<file path="config.mk">
export PLATFORM = sky130hd
export DESIGN_NAME = mult_axil_front
export DESIGN_NICKNAME = d
export VERILOG_FILES = /design/src/rtl/mult_axil_pkg.sv /design/src/rtl/mult_axil_front_wr_join.sv /design/src/rtl/mult_axil_front.sv
export SDC_FILE = /design/constraint.sdc
export NUM_CORES = 1
export LEC_CHECK = 0
export ABC_AREA = 1
export CAP_MARGIN = 0
export CORE_ASPECT_RATIO = 1.4
export CORE_MARGIN = 3
export CORE_UTILIZATION = 50
export CTS_CLUSTER_SIZE = 24
export DETAILED_ROUTE_END_ITERATION = 12
export MAX_ROUTING_LAYER = met4
export PLACE_DENSITY = 0.81
export SLEW_MARGIN = 20
export SYNTH_ARGS = -nofsm -noshare
export SYNTH_HDL_FRONTEND = slang
export SYNTH_SLANG_ARGS = --single-unit
</file>
<file path="constraint.sdc">
create_clock -name clk -period 3.4 [get_ports clk]
set_input_delay 1.02 -clock clk [delete_from_list [all_inputs] [get_ports clk]]
set_output_delay 1.02 -clock clk [all_outputs]
set_load 0.05 [all_outputs]
</file>
<file path="src/rtl/mult_axil_pkg.sv">
// Shared register map, response codes and core state for the multiplier front-end.
package mult_axil_pkg;

  localparam logic [7:0] ADDR_OPA    = 8'h00;
  localparam logic [7:0] ADDR_OPB    = 8'h04;
  localparam logic [7:0] ADDR_CTRL   = 8'h08;
  localparam logic [7:0] ADDR_STATUS = 8'h0C;
  localparam logic [7:0] ADDR_RES_LO = 8'h10;
  localparam logic [7:0] ADDR_RES_HI = 8'h14;

  localparam logic [1:0] RESP_OKAY   = 2'b00;
  localparam logic [1:0] RESP_SLVERR = 2'b10;

  typedef enum logic [1:0] {IDLE, BUSY, DONE} core_state_t;

  function automatic logic [31:0] apply_strb(input logic [31:0] old_val,
                                             input logic [31:0] new_val,
                                             input logic [3:0]  strb);
    logic [31:0] r;
    r = old_val;
    for (int i = 0; i < 4; i++) begin
      if (strb[i]) r[8*i +: 8] = new_val[8*i +: 8];
    end
    return r;
  endfunction

endpackage

</file>
<file path="src/rtl/mult_axil_front_wr_join.sv">
// AW/W one-entry holding registers; the write fires in the cycle both halves are present.
module axil_wr_join #(
  parameter int ADDR_W = 5
) (
  input  logic              clk,
  input  logic              rst,
  input  logic [ADDR_W-1:0] awaddr,
  input  logic              awvalid,
  output logic              awready,
  input  logic [31:0]       wdata,
  input  logic [3:0]        wstrb,
  input  logic              wvalid,
  output logic              wready,
  input  logic              b_pending,
  output logic              wr_en,
  output logic [ADDR_W-1:0] wr_addr,
  output logic [31:0]       wr_data,
  output logic [3:0]        wr_strb
);

  logic              aw_full, w_full;
  logic [ADDR_W-1:0] aw_q;
  logic [31:0]       w_q;
  logic [3:0]        s_q;
  logic              aw_take, w_take;

  assign awready = !rst && !aw_full && !b_pending;
  assign wready  = !rst && !w_full && !b_pending;
  assign aw_take = awvalid && awready;
  assign w_take  = wvalid && wready;

  // A half arriving this cycle joins directly with one already held.
  assign wr_en   = !rst && (aw_full || aw_take) && (w_full || w_take);
  assign wr_addr = aw_full ? aw_q : awaddr;
  assign wr_data = w_full ? w_q : wdata;
  assign wr_strb = w_full ? s_q : wstrb;

  always_ff @(posedge clk) begin
    if (rst) begin
      aw_full <= 1'b0;
      w_full  <= 1'b0;
      aw_q    <= '0;
      w_q     <= '0;
      s_q     <= '0;
    end else if (wr_en) begin
      aw_full <= 1'b0;
      w_full  <= 1'b0;
    end else begin
      if (aw_take) begin
        aw_full <= 1'b1;
        aw_q    <= awaddr;
      end
      if (w_take) begin
        w_full <= 1'b1;
        w_q    <= wdata;
        s_q    <= wstrb;
      end
    end
  end

endmodule

</file>
<file path="src/rtl/mult_axil_front.sv">
// AXI4-Lite register front-end for the mult core: operands, start pulse, status and result.
module mult_axil_front
  import mult_axil_pkg::*;
#(
  parameter int SZ     = 32,
  parameter int ADDR_W = 5
) (
  input  logic              clk,
  input  logic              _rst,
  input  logic [ADDR_W-1:0] s_awaddr,
  input  logic              s_awvalid,
  output logic              s_awready,
  input  logic [31:0]       s_wdata,
  input  logic [3:0]        s_wstrb,
  input  logic              s_wvalid,
  output logic              s_wready,
  output logic [1:0]        s_bresp,
  output logic              s_bvalid,
  input  logic              s_bready,
  input  logic [ADDR_W-1:0] s_araddr,
  input  logic              s_arvalid,
  output logic              s_arready,
  output logic [31:0]       s_rdata,
  output logic [1:0]        s_rresp,
  output logic              s_rvalid,
  input  logic              s_rready,
  output logic [SZ-1:0]     m_a,
  output logic [SZ-1:0]     m_b,
  output logic              m_start,
  input  logic [2*SZ-1:0]   m_res,
  input  logic              m_ready
);

  localparam logic [31:0] OP_MASK = 32'((64'd1 << SZ) - 64'd1);

  core_state_t       state;
  logic [31:0]       opa, opb;
  logic [63:0]       res;
  logic              done, busy, ready_q;
  logic              wr_en;
  logic [ADDR_W-1:0] wr_addr;
  logic [31:0]       wr_data;
  logic [3:0]        wr_strb;
  logic [1:0]        wr_resp, rd_resp;
  logic [31:0]       rd_data;
  logic              start_req, start_ok;

  axil_wr_join #(.ADDR_W(ADDR_W)) u_wr_join (
    .clk       (clk),
    .rst       (_rst),
    .awaddr    (s_awaddr),
    .awvalid   (s_awvalid),
    .awready   (s_awready),
    .wdata     (s_wdata),
    .wstrb     (s_wstrb),
    .wvalid    (s_wvalid),
    .wready    (s_wready),
    .b_pending (s_bvalid),
    .wr_en     (wr_en),
    .wr_addr   (wr_addr),
    .wr_data   (wr_data),
    .wr_strb   (wr_strb)
  );

  assign s_arready = !_rst && !s_rvalid;
  assign m_a       = opa[SZ-1:0];
  assign m_b       = opb[SZ-1:0];
  assign start_req = wr_en && (wr_addr == ADDR_W'(ADDR_CTRL)) && wr_data[0] && wr_strb[0];
  assign start_ok  = start_req && (state != BUSY);

  always_comb begin
    wr_resp = RESP_SLVERR;
    if (wr_addr == ADDR_W'(ADDR_OPA) || wr_addr == ADDR_W'(ADDR_OPB))
      wr_resp = RESP_OKAY;
    else if (wr_addr == ADDR_W'(ADDR_CTRL))
      wr_resp = (start_req && state == BUSY) ? RESP_SLVERR : RESP_OKAY;
  end

  always_comb begin
    rd_data = 32'd0;
    rd_resp = RESP_OKAY;
    case (s_araddr)
      ADDR_W'(ADDR_OPA):    rd_data = opa;
      ADDR_W'(ADDR_OPB):    rd_data = opb;
      ADDR_W'(ADDR_CTRL):   rd_data = 32'd0;
      ADDR_W'(ADDR_STATUS): rd_data = {30'd0, busy, done};
      ADDR_W'(ADDR_RES_LO): rd_data = res[31:0];
      ADDR_W'(ADDR_RES_HI): rd_data = res[63:32];
      default:              rd_resp = RESP_SLVERR;
    endcase
  end

  always_ff @(posedge clk) begin
    if (_rst) begin
      opa      <= '0;
      opb      <= '0;
      s_bvalid <= 1'b0;
      s_bresp  <= RESP_OKAY;
      s_rvalid <= 1'b0;
      s_rresp  <= RESP_OKAY;
      s_rdata  <= '0;
    end else begin
      if (wr_en) begin
        s_bvalid <= 1'b1;
        s_bresp  <= wr_resp;
        if (wr_addr == ADDR_W'(ADDR_OPA)) opa <= apply_strb(opa, wr_data, wr_strb) & OP_MASK;
        if (wr_addr == ADDR_W'(ADDR_OPB)) opb <= apply_strb(opb, wr_data, wr_strb) & OP_MASK;
      end else if (s_bvalid && s_bready) begin
        s_bvalid <= 1'b0;
      end
      if (s_arvalid && s_arready) begin
        s_rvalid <= 1'b1;
        s_rdata  <= rd_data;
        s_rresp  <= rd_resp;
      end else if (s_rvalid && s_rready) begin
        s_rvalid <= 1'b0;
      end
    end
  end

  // Only a rising edge of m_ready while BUSY completes; a level left over from the last run is ignored.
  always_ff @(posedge clk) begin
    if (_rst) begin
      state   <= IDLE;
      m_start <= 1'b0;
      done    <= 1'b0;
      busy    <= 1'b0;
      res     <= '0;
      ready_q <= 1'b0;
    end else begin
      m_start <= 1'b0;
      ready_q <= m_ready;
      case (state)
        IDLE, DONE: if (start_ok) begin
          state   <= BUSY;
          m_start <= 1'b1;
          done    <= 1'b0;
          busy    <= 1'b1;
        end
        BUSY: if (m_ready && !ready_q) begin
          state <= DONE;
          res   <= 64'(m_res);
          done  <= 1'b1;
          busy  <= 1'b0;
        end
        default: state <= IDLE;
      endcase
    end
  end

endmodule

</file>
==> flow_metrics.py <==
metrics = {
    "place": {
        "routabilityCongestion": 0.9225,
        "post-dp-hpwl_um": 19500,
        "portBuffers": 221,
    },
    "detailed_routing": {
        "drt_iter0_drc": 935,
        "wl_per_cell_um": 15.75,
        "finalWirelength_um": 27010,
        "vias_per_cell": 5.185,
        "drcViolationCount": 0,
        "ant_nets": 0,
        "dr_total_vias": 8893,
        "dr.pass1.iters": 5,
    },
    "layout": {
        "area_growth_pct": 33.91,
        "nNetsFinal": 1582,
        "seqCellArea_um2": 4264,
        "final_util_pct": 69.23,
        "n_antenna_cell": 0,
        "multiInputGateArea_um2": 4050,
        "drive_gt1_share_pct": 7.167,
        "n_fill_cell": 1514,
    },
    "clock_tree": {
        "cts.path.max_buffers": 3,
        "clk_pin_slew_ns": 0.06,
        "cts_buffers": 21,
        "cts_setup_buffers": 0,
        "insertion_delay_ns": 0.50,
        "cts_tree": "done",
        "cts-root-buf": "clkbuf_16",
        "cts_hold_buf": 0,
        "post_cts_resized": 0,
        "htreeDepth": 1,
        "cts_sinks": 213,
    },
    "critical_path": {
        "cp_slowest_cell": "clkdlybuf4s50_1",
        "r2r-end": "done",
        "critPathMaxStageDelay_ns": 0.89,
        "critPathTopFamily": "buffers and inverters",
        "cp.required_ns": 2.38,
        "r2r_setup_slack_ns": 1.43,
        "cp_max_fo": 3,
        "end_kind": "output port",
        "crit_type": "register to output port",
        "worstPathArrival_ns": 1.75,
        "rr_worst_depth": 8,
        "crit_chain": "clkdlybuf4s50_1",
        "crit_buf_inv": 1,
        "r2r_start": "u_wr_join.w_full",
        "worst_setup_path_start_kind": "register",
    },
    "timing": {
        "finClkSkew_ns": 0.01281,
        "fmax_ghz": 0.3610,
        "finalSetupViolations": 0,
        "finalHoldViolations": 0,
        "finalCritPeriodShare_pct": 81.47,
        "worst_pin_slew_ns": 0.6018,
        "fin_crit_ns": 2.770,
        "tns_ns": 0,
        "max_slew_margin_pct": 59.76,
        "report.final.slew_viol_count": 0,
        "rsz0062_at_grt": "false",
    },
    "global_route": {
        "grt_overflow": 0,
        "antenna_found_initial": 0,
        "grt_pass1_wl_um": 42100,
        "grt_pass1_vias": 8197,
        "grt_use_total_pct": 26.81,
        "grt_max_degree": 170,
    },
    "logic_synthesis": {
        "ys_ff_latch": 213,
        "ys_seq_area_share_pct": 47.01,
        "synth-compound-area-share_pct": 18.97,
        "yosys.cell_types.count": 34,
        "yosys.area.top_type_share_pct": 47.01,
        "synth_xor_area_share_pct": 0,
        "netlist_area_um2": 9070,
        "syn-instance-count": 1277,
        "synth_top_family_by_area": "simple AND/OR/NAND/NOR gates",
        "synthMuxAreaShare_pct": 0.8829,
        "synth.avg_cell_area_um2": 7.103,
        "ys_warn_count": 0,
        "synth_top_cell_by_area": "dfxtp_1",
        "synthTopCellsByArea": "dfxtp_1 (47%), o21ai_0 (13%), nor2_1 (10%)",
        "synthSimpleGateAreaFrac_pct": 24.64,
        "synthAdderAreaFrac_pct": 0,
    },
    "power_and_ir_drop": {
        "cellPowerDensity_nw_per_um2": 466.7,
        "cellLeakagePower_nw": 4.539,
        "irDropWorstVdd_mv": 0.4101,
    },
    "hold_path": {
        "hold_depth": 2,
        "hold_path_end": "res[46]",
        "hp-class": "register to register",
        "hold_path_startpoint": "res[46]",
    },
    "outcome": {
        "outcome": "completed",
    },
    "floorplanning": {
        "die_w_um": 119.8,
        "dieArea_um2": 19820,
        "start_util_pct": 51.70,
        "core_um2": 17540,
        "die_h_um": 165.4,
        "rows": 57,
        "pin_count": 224,
    },
    "run": {
        "maxCapViolCount": 0,
    },
}
per-layer routing:
layer / vias up / part of all wire (%) / routed length (um) / global-route usage (%)
li1: 4460 / - / - / -
met1: 4031 / 42 / 11470 / 34.32
met2: 342 / 47 / 12780 / 43.24
met3: 60 / 6.4 / 1740 / 3.918
met4: 0 / 3.7 / 1008 / 10.42
met5: - / 0 / 0 / -
layout by cell type, fill, tap and decap left out, drive strengths merged, types with 8 or more instances in the layout:
cell type,Yosys,final
clkbuf,48,34
nand2,220,220
a21oi,88,88
or2,10,10
o21ai,249,249
nand3,37,37
clkdlybuf4s50,0,217
dfxtp,213,213
buf,25,19
mux2i,8,8
inv,106,108
nor2,255,255
synth_stat cells:
master,instances
mux2i_1,8
or2_2,9
a31oi_1,1
o21ai_1,10
nand3_1,33
nor3_2,1
clkbuf_1,48
conb_1,1
o31ai_1,1
nor2_2,2
nand2_4,4
nand3_2,3
o21ai_2,3
nand4_1,3
o21ai_0,236
nor2_1,244
a21oi_1,88
clkinv_4,1
clkinv_2,4
buf_4,5
o41ai_1,1
buf_6,4
buf_2,14
or2_0,1
buf_1,2
nand2_2,5
inv_1,99
nand3_4,1
inv_2,7
nand2_1,211
nor3_1,4
nand4_2,1
dfxtp_1,213
nor2_4,9
layout make-up:
| type | instances | area share, % |
|---|---|---|
| well taps | 236 | 2.431 |
| flip-flops and latches | 213 | 35.11 |
| multi-input cells | 881 | 33.35 |
| inverters | 111 | 3.534 |
| clock inverters | 4 | 0.6593 |
| repair buffers | 236 | 19.45 |
| clock buffers | 34 | 5.470 |
how the worst max path moves through the flow:
stage,to,cells past startpoint,from
5_1_grt,m_b[9],1,m_b[9]
4_1_cts,m_b[9],1,m_b[9]
6_report,m_b[9],1,m_b[9]
2_1_floorplan,s_awready,2,_rst
3_5_place_dp,m_a[4],11,_rst
3_3_place_gp,m_a[2],11,_rst
report_power, final:
group / internal, mW / leakage [nW] / total, mW / switching [mW]
Clock: 1.49 / 0.367 / 2.47 / 0.976
Combinational: 0.252 / 2.45 / 0.610 / 0.358
Sequential: 2.55 / 1.72 / 2.59 / 0.0351
flip-flops by register name, indices dropped and copies added, names as in the netlist, 2 cells and up:
name / flops
u_wr_join.s_q: 4
m_a: 32
res: 64
u_wr_join.w_q: 32
s_rdata: 32
u_wr_join.aw_q: 5
m_b: 32
state: 2
stage by stage:
stage	total power, mW	cell area (um^2)	cells	setup slack, ns	hold WS [ns]
2_1_floorplan	2.994	9074	1278	0.1851	0.4245
3_3_place_gp	3.239	11400	1677	0.5046	0.4338
3_5_place_dp	3.247	11400	1677	0.4765	0.4404
4_1_cts	5.694	12150	1715	0.6252	0.4500
5_1_grt	5.852	12150	1715	0.5799	0.4683
6_report	5.668	12150	1715	0.6301	0.4474
kinds of logic after synthesis:
family,count (synthesis)
AO/OA/AOI/OAI,340
buffers and inverters,184
flip-flops,213
multiplexers,8
other,1
AND/OR/NAND/NOR,531
Power figures use the tool's default switching activity.
